===== src/rtl/cpu7_excp_seq_pkg.sv =====
// Shared definitions for the exception/ERTN sequencer: datapath widths,
// CSR addresses and field positions, and the sequencer state encoding.
package cpu7_excp_seq_pkg;

    localparam int GRLEN   = 32;
    localparam int CSR_BIT = 14;

    // CSR addresses used by the sequencer
    localparam logic [CSR_BIT-1:0] CSR_CRMD  = 14'h000;
    localparam logic [CSR_BIT-1:0] CSR_PRMD  = 14'h001;
    localparam logic [CSR_BIT-1:0] CSR_EPC   = 14'h006;
    localparam logic [CSR_BIT-1:0] CSR_EBASE = 14'h00c;

    // CRMD / PRMD field positions
    localparam int CRMD_IE      = 2;
    localparam int PRMD_PIE     = 2;
    localparam int PRMD_PPLV_LO = 0;

    typedef enum logic [2:0] {
        ST_IDLE       = 3'd0,
        ST_EXC_ERA    = 3'd1,
        ST_EXC_CRMD   = 3'd2,
        ST_EXC_REDIR  = 3'd3,
        ST_ERTN_PRMD  = 3'd4,
        ST_ERTN_CRMD  = 3'd5,
        ST_ERTN_REDIR = 3'd6
    } excp_state_t;

    // CRMD value restored by ERTN: IE <- PIE, PLV <- PPLV, all else zero
    function automatic logic [GRLEN-1:0] ertn_crmd(input logic pie, input logic [1:0] pplv);
        logic [GRLEN-1:0] v;
        v = '0;
        v[CRMD_IE] = pie;
        v[1:0]     = pplv;
        return v;
    endfunction

endpackage


===== src/rtl/cpu7_excp_seq.sv =====
// Exception / ERTN sequencer. Owns the CSR write port and CSR read address,
// steps through the multi-cycle CSR updates of exception entry and ERTN,
// issues the fetch redirect and stalls pipeline CSR writes while busy.
// Optional feature macro: CPU7_EXCP_INT_EN (external interrupt input plus
// a shadow copy of CRMD.IE used to qualify it).
module cpu7_excp_seq
    import cpu7_excp_seq_pkg::*;
(
    input  logic               clk,
    input  logic               reset,
    input  logic               ecl_exc_req,
    input  logic               ecl_ertn_req,
    input  logic [GRLEN-1:0]   ecl_pc,
    output logic               ecl_req_ack,
`ifdef CPU7_EXCP_INT_EN
    input  logic               int_req,
`endif
    input  logic               pipe_csr_wen,
    input  logic [CSR_BIT-1:0] pipe_csr_waddr,
    input  logic [GRLEN-1:0]   pipe_csr_wdata,
    input  logic [CSR_BIT-1:0] pipe_csr_raddr,
    output logic               pipe_csr_stall,
    output logic               csr_wen,
    output logic [CSR_BIT-1:0] csr_waddr,
    output logic [GRLEN-1:0]   csr_wdata,
    output logic [CSR_BIT-1:0] csr_raddr,
    input  logic [GRLEN-1:0]   csr_rdata,
    output logic               ecl_csr_except,
    output logic               redirect_vld,
    output logic [GRLEN-1:0]   redirect_pc,
    output logic               busy
);

    excp_state_t      state_q;
    excp_state_t      state_d;
    logic [GRLEN-1:0] epc_q;
    logic             pie_q;
    logic [1:0]       pplv_q;
    logic             is_idle;
    logic             take_int;
    logic             take_exc;
    logic             take_ertn;
    logic             accept;

`ifdef CPU7_EXCP_INT_EN
    logic             shadow_ie_q;
    assign take_int = int_req && shadow_ie_q && !ecl_exc_req;
`else
    assign take_int = 1'b0;
`endif

    // Request arbitration in IDLE: exception > interrupt > ERTN > pipeline write
    always_comb begin
        is_idle   = (state_q == ST_IDLE);
        take_exc  = is_idle && (ecl_exc_req || take_int);
        take_ertn = is_idle && !take_exc && ecl_ertn_req;
        accept    = take_exc || take_ertn;
    end

    // Next state and CSR port / redirect decode for the current state
    always_comb begin
        state_d        = state_q;
        csr_wen        = 1'b0;
        csr_waddr      = '0;
        csr_wdata      = '0;
        csr_raddr      = '0;
        ecl_csr_except = 1'b0;
        redirect_vld   = 1'b0;
        redirect_pc    = '0;
        case (state_q)
            ST_IDLE: begin
                if (take_exc) begin
                    state_d = ST_EXC_ERA;
                end else if (take_ertn) begin
                    state_d = ST_ERTN_PRMD;
                end else begin
                    csr_wen   = pipe_csr_wen;
                    csr_waddr = pipe_csr_waddr;
                    csr_wdata = pipe_csr_wdata;
                    csr_raddr = pipe_csr_raddr;
                end
            end
            ST_EXC_ERA: begin
                csr_wen        = 1'b1;
                csr_waddr      = CSR_EPC;
                csr_wdata      = epc_q;
                ecl_csr_except = 1'b1;
                state_d        = ST_EXC_CRMD;
            end
            ST_EXC_CRMD: begin
                csr_wen   = 1'b1;
                csr_waddr = CSR_CRMD;
                csr_wdata = '0;
                state_d   = ST_EXC_REDIR;
            end
            ST_EXC_REDIR: begin
                csr_raddr    = CSR_EBASE;
                redirect_vld = 1'b1;
                redirect_pc  = csr_rdata;
                state_d      = ST_IDLE;
            end
            ST_ERTN_PRMD: begin
                csr_raddr = CSR_PRMD;
                state_d   = ST_ERTN_CRMD;
            end
            ST_ERTN_CRMD: begin
                csr_wen   = 1'b1;
                csr_waddr = CSR_CRMD;
                csr_wdata = ertn_crmd(pie_q, pplv_q);
                state_d   = ST_ERTN_REDIR;
            end
            ST_ERTN_REDIR: begin
                csr_raddr    = CSR_EPC;
                redirect_vld = 1'b1;
                redirect_pc  = csr_rdata;
                state_d      = ST_IDLE;
            end
            default: state_d = ST_IDLE;
        endcase
    end

    // Handshake and stall outputs
    always_comb begin
        ecl_req_ack    = accept;
        busy           = !is_idle;
        pipe_csr_stall = pipe_csr_wen && (!is_idle || accept);
    end

    // Sequencer state plus the values it carries between steps
    always_ff @(posedge clk or posedge reset) begin
        if (reset) begin
            state_q     <= ST_IDLE;
            epc_q       <= '0;
            pie_q       <= 1'b0;
            pplv_q      <= 2'b00;
`ifdef CPU7_EXCP_INT_EN
            shadow_ie_q <= 1'b0;
`endif
        end else begin
            state_q <= state_d;
            if (accept) begin
                epc_q <= ecl_pc;
            end
            if (state_q == ST_ERTN_PRMD) begin
                pie_q  <= csr_rdata[PRMD_PIE];
                pplv_q <= csr_rdata[PRMD_PPLV_LO +: 2];
            end
`ifdef CPU7_EXCP_INT_EN
            if (csr_wen && (csr_waddr == CSR_CRMD)) begin
                shadow_ie_q <= csr_wdata[CRMD_IE];
            end
`endif
        end
    end

endmodule


===== config.mk =====
export PLATFORM = sky130hd
export DESIGN_NAME = cpu7_excp_seq
export DESIGN_NICKNAME = d
export VERILOG_FILES = /design/src/rtl/cpu7_excp_seq_pkg.sv /design/src/rtl/cpu7_excp_seq.sv
export SDC_FILE = /design/constraint.sdc
export NUM_CORES = 1
export LEC_CHECK = 0
export CORE_AREA = 2 2 89 91
export CTS_BUF_LIST = sky130_fd_sc_hd__clkbuf_2 sky130_fd_sc_hd__clkbuf_4 sky130_fd_sc_hd__clkbuf_8
export CTS_CLUSTER_SIZE = 14
export DETAILED_ROUTE_END_ITERATION = 10
export DIE_AREA = 0 0 91 93
export DONT_BUFFER_PORTS = 1
export GPL_TIMING_DRIVEN = 0
export PLACE_DENSITY = 0.45
export SETUP_SLACK_MARGIN = 0.4
export SYNTH_ARGS = -nofsm -noshare
export SYNTH_HDL_FRONTEND = slang
export SYNTH_SLANG_ARGS = --single-unit

===== constraint.sdc =====
create_clock -name clk -period 2.98 [get_ports clk]
set_clock_uncertainty 0.05 [all_clocks]
set_input_delay 0.894 -clock clk [delete_from_list [all_inputs] [get_ports clk]]
set_output_delay 0.894 -clock clk [all_outputs]
set_load 0.05 [all_outputs]

==> results.yml <==
sta:
  holdWs_ns: 0.4597
  relSlewSlack: 0.4481
  tightestPinTransition_ns: 0.8266
  slew_viol_final: 0
  post-route-period-util: 1.001
  period_minus_slack_ns: 2.983
  hold_violations: 0
  grt_setup_unrepaired: "true"
  setup_viol: 1
  max_freq_mhz: 335.2
  layout_setup_ws_ns: -0.003374
critical_path:
  cp-end-kind: "primary output"
  arrival_ns: 2.04
  crit_path_max_fanout: 8
  worst_setup_path_start_kind: "register"
  path_class: "register to primary output"
  crit_required_ns: 2.04
global_route:
  grt_pass1_wl_um: 11210
  antenna_found_initial: 0
  track_usage: 0.1716
  grt_max_degree: 39
  grt_overflow: 0
  grt_pass1_vias: 1928
route:
  ant_nets: 0
  finalWirelength_um: 8157
  drc: 0
  viasPerCell: 5.458
  drtIter0Drc: 31
  vias: 1872
  dr.pass1.iters: 4
  wl_per_cell_um: 23.78
power:
  total_power_mw: 5.603
  vdd_drop_max_mv: 0.5600
  power_per_cell_area_mw_per_mm2: 1606
  power.leakage_nw: 1.516
logic_synthesis:
  netlist_area_mm2: 0.002331
  ys_seq_elements: 38
  synth_nets: 341
  synth_cell_types: 30
  yosysSeqAreaShare: 0.4079
  ys_warn_count: 0
  syn_inst: 212
  syn_area_per_cell_um2: 11.00
clock_network:
  cts_max_path_buffers: 2
  clk_pin_slew_worst_paths_ns: 0.08
  insertion_delay_ns: 0.28
  htree_levels: 2
  cts_tree: "built"
  cts_root_buf: "clkbuf_8"
  cts-buffers-inserted: 5
  cts_sinks: 38
die:
  die_h_um: 93
  initial_utilization: 0.3097
  ioPinCount: 227
  die_x_um: 91
  core_area_mm2: 0.007527
  die_area_mm2: 0.008463
  rows: 32
outcome:
  violations: "negative setup slack"
  status: "finished with violations"
hold_path:
  hold_class: "register to register"
finish:
  nNetsFinal: 369
  area_growth_pct: 49.70
  drive_gt1_frac: 0.7759
  n_antenna_cell: 0
  stdcell_count: 343
place:
  dp_hpwl_um: 5769
  dp_cells: 314
  port_buffers: 0
  gp_congestion: 0.7042
run:
  cap_violations: 0
==> worst max-delay path, cell delays in order (launching register included) <==
cell and delay [ns]:
dfrtp_1 0.37, buf_6 0.12, or3_4 0.33, buf_12 0.16
nor3_4 0.14, buf_12 0.17, buf_12 0.12, a32o_2 0.32
==> synthesized netlist by cell type (all sizes together) <==
master,instances,area share
o21ai,1,0.0021
nor2b,1,0.0027
a22o,29,0.11
o2bb2ai,3,0.011
a21o,4,0.013
nor3b,1,0.0032
mux2,35,0.17
dfrtp,38,0.41
a21oi,1,0.0021
a2bb2o,1,0.0043
inv,2,0.0032
nor3,2,0.0091
a32o,1,0.0043
clkbuf,10,0.016
a211oi,1,0.0032
and2b,1,0.0032
nor2,6,0.013
or3,1,0.0027
and3,32,0.086
and2,23,0.062
mux2i,3,0.013
buf,12,0.047
nand2b,2,0.0054
xor2,1,0.0038
a31o,1,0.0038
==> through the flow <==
step | util | worst slack, ns | TNS (ns) | area (µm²)
final | 0.4636 | -0.003374 | -0.003374 | 3490
after global routing | 0.4636 | -0.07445 | -2.313 | 3490
after CTS | 0.4312 | -0.03761 | -0.3287 | 3246
after detailed placement | 0.3575 | -0.04300 | -0.3234 | 2691
after global placement | 0.3575 | -0.02795 | -0.1677 | 2691
after floorplan | - | 0.2241 | 0 | 2564
==> cell usage in the layout, fill, tap and decap left out, drive strengths merged, types with 2 or more instances in the layout <==
master / n
a21o: 4
a22o: 29
and2: 23
and3: 32
buf: 35
clkbuf: 13
dfrtp: 38
inv: 3
mux2: 35
mux2i: 3
nand2b: 2
nor2: 6
nor3: 2
o2bb2ai: 3
==> power by group <==
| part | internal [mW] | leakage (nW) | total, mW | switching [mW] |
|---|---|---|---|---|
| combinational | 1.63 | 1.02 | 4.25 | 2.61 |
| clock | 0.191 | 0.0478 | 0.389 | 0.199 |
| sequential | 0.786 | 0.449 | 0.968 | 0.182 |
==> path summary, 6_finish.rpt <==
path | start | to | slack (ns) | cells after the start
setup / recovery | state_q[0] | csr_raddr[1] | -0.003 | 7
setup reg to reg | state_q[0] | epc_q[27] | 0.76 | 9
hold / removal | epc_q[2] | epc_q[2] | 0.46 | 1
hold reg to reg | epc_q[2] | epc_q[2] | 0.46 | 1
max in group asynchronous | reset | epc_q[16] | 1.76 | 1
min in group asynchronous | reset | epc_q[30] | 0.58 | 1
==> kinds of logic after synthesis <==
kind of cell    after synthesis  share of synthesized area
mux                          38                     0.1820
buf+inv                      24                    0.06656
flops                        38                     0.4079
compound gates               42                     0.1530
simple gates                 69                     0.1868
xor+xnor                      1                   0.003758
==> flip-flops by register name (all words and copies together) (netlist names) <==
register and flops:
state_q 3, epc_q 32, pplv_q 2, pie_q 1
==> routing by layer <==
metal / track usage / wire length (µm) / vias to the layer above / part of all wire
li1: - / - / 835 / -
met1: 0.2013 / 3147 / 906 / 0.39
met2: 0.3062 / 4209 / 125 / 0.52
met3: 0.06044 / 728 / 6 / 0.089
met4: 0.03030 / 72 / 0 / 0.0088
met5: 0 / 0 / - / 0
==> cell type report <==
type,instances,area [µm²]
multi-input combinational,150,1823
clock inverter,2,16.27
sequential,38,950.9
buffer,22,229.0
inverter,2,7.507
fill,715,4038
clock buffer,6,82.58
timing repair buffer,21,252.7
tap,102,127.6
==> repair_timing <==
action	in CTS	in global routing
hold buffers	0	0
pin swaps	16	41
setup endpoints to repair	97	97
gates cloned	3	3
buffers inserted	9	6
gates resized for setup	91	58
Note: power is estimated with default switching activity, not from simulation.
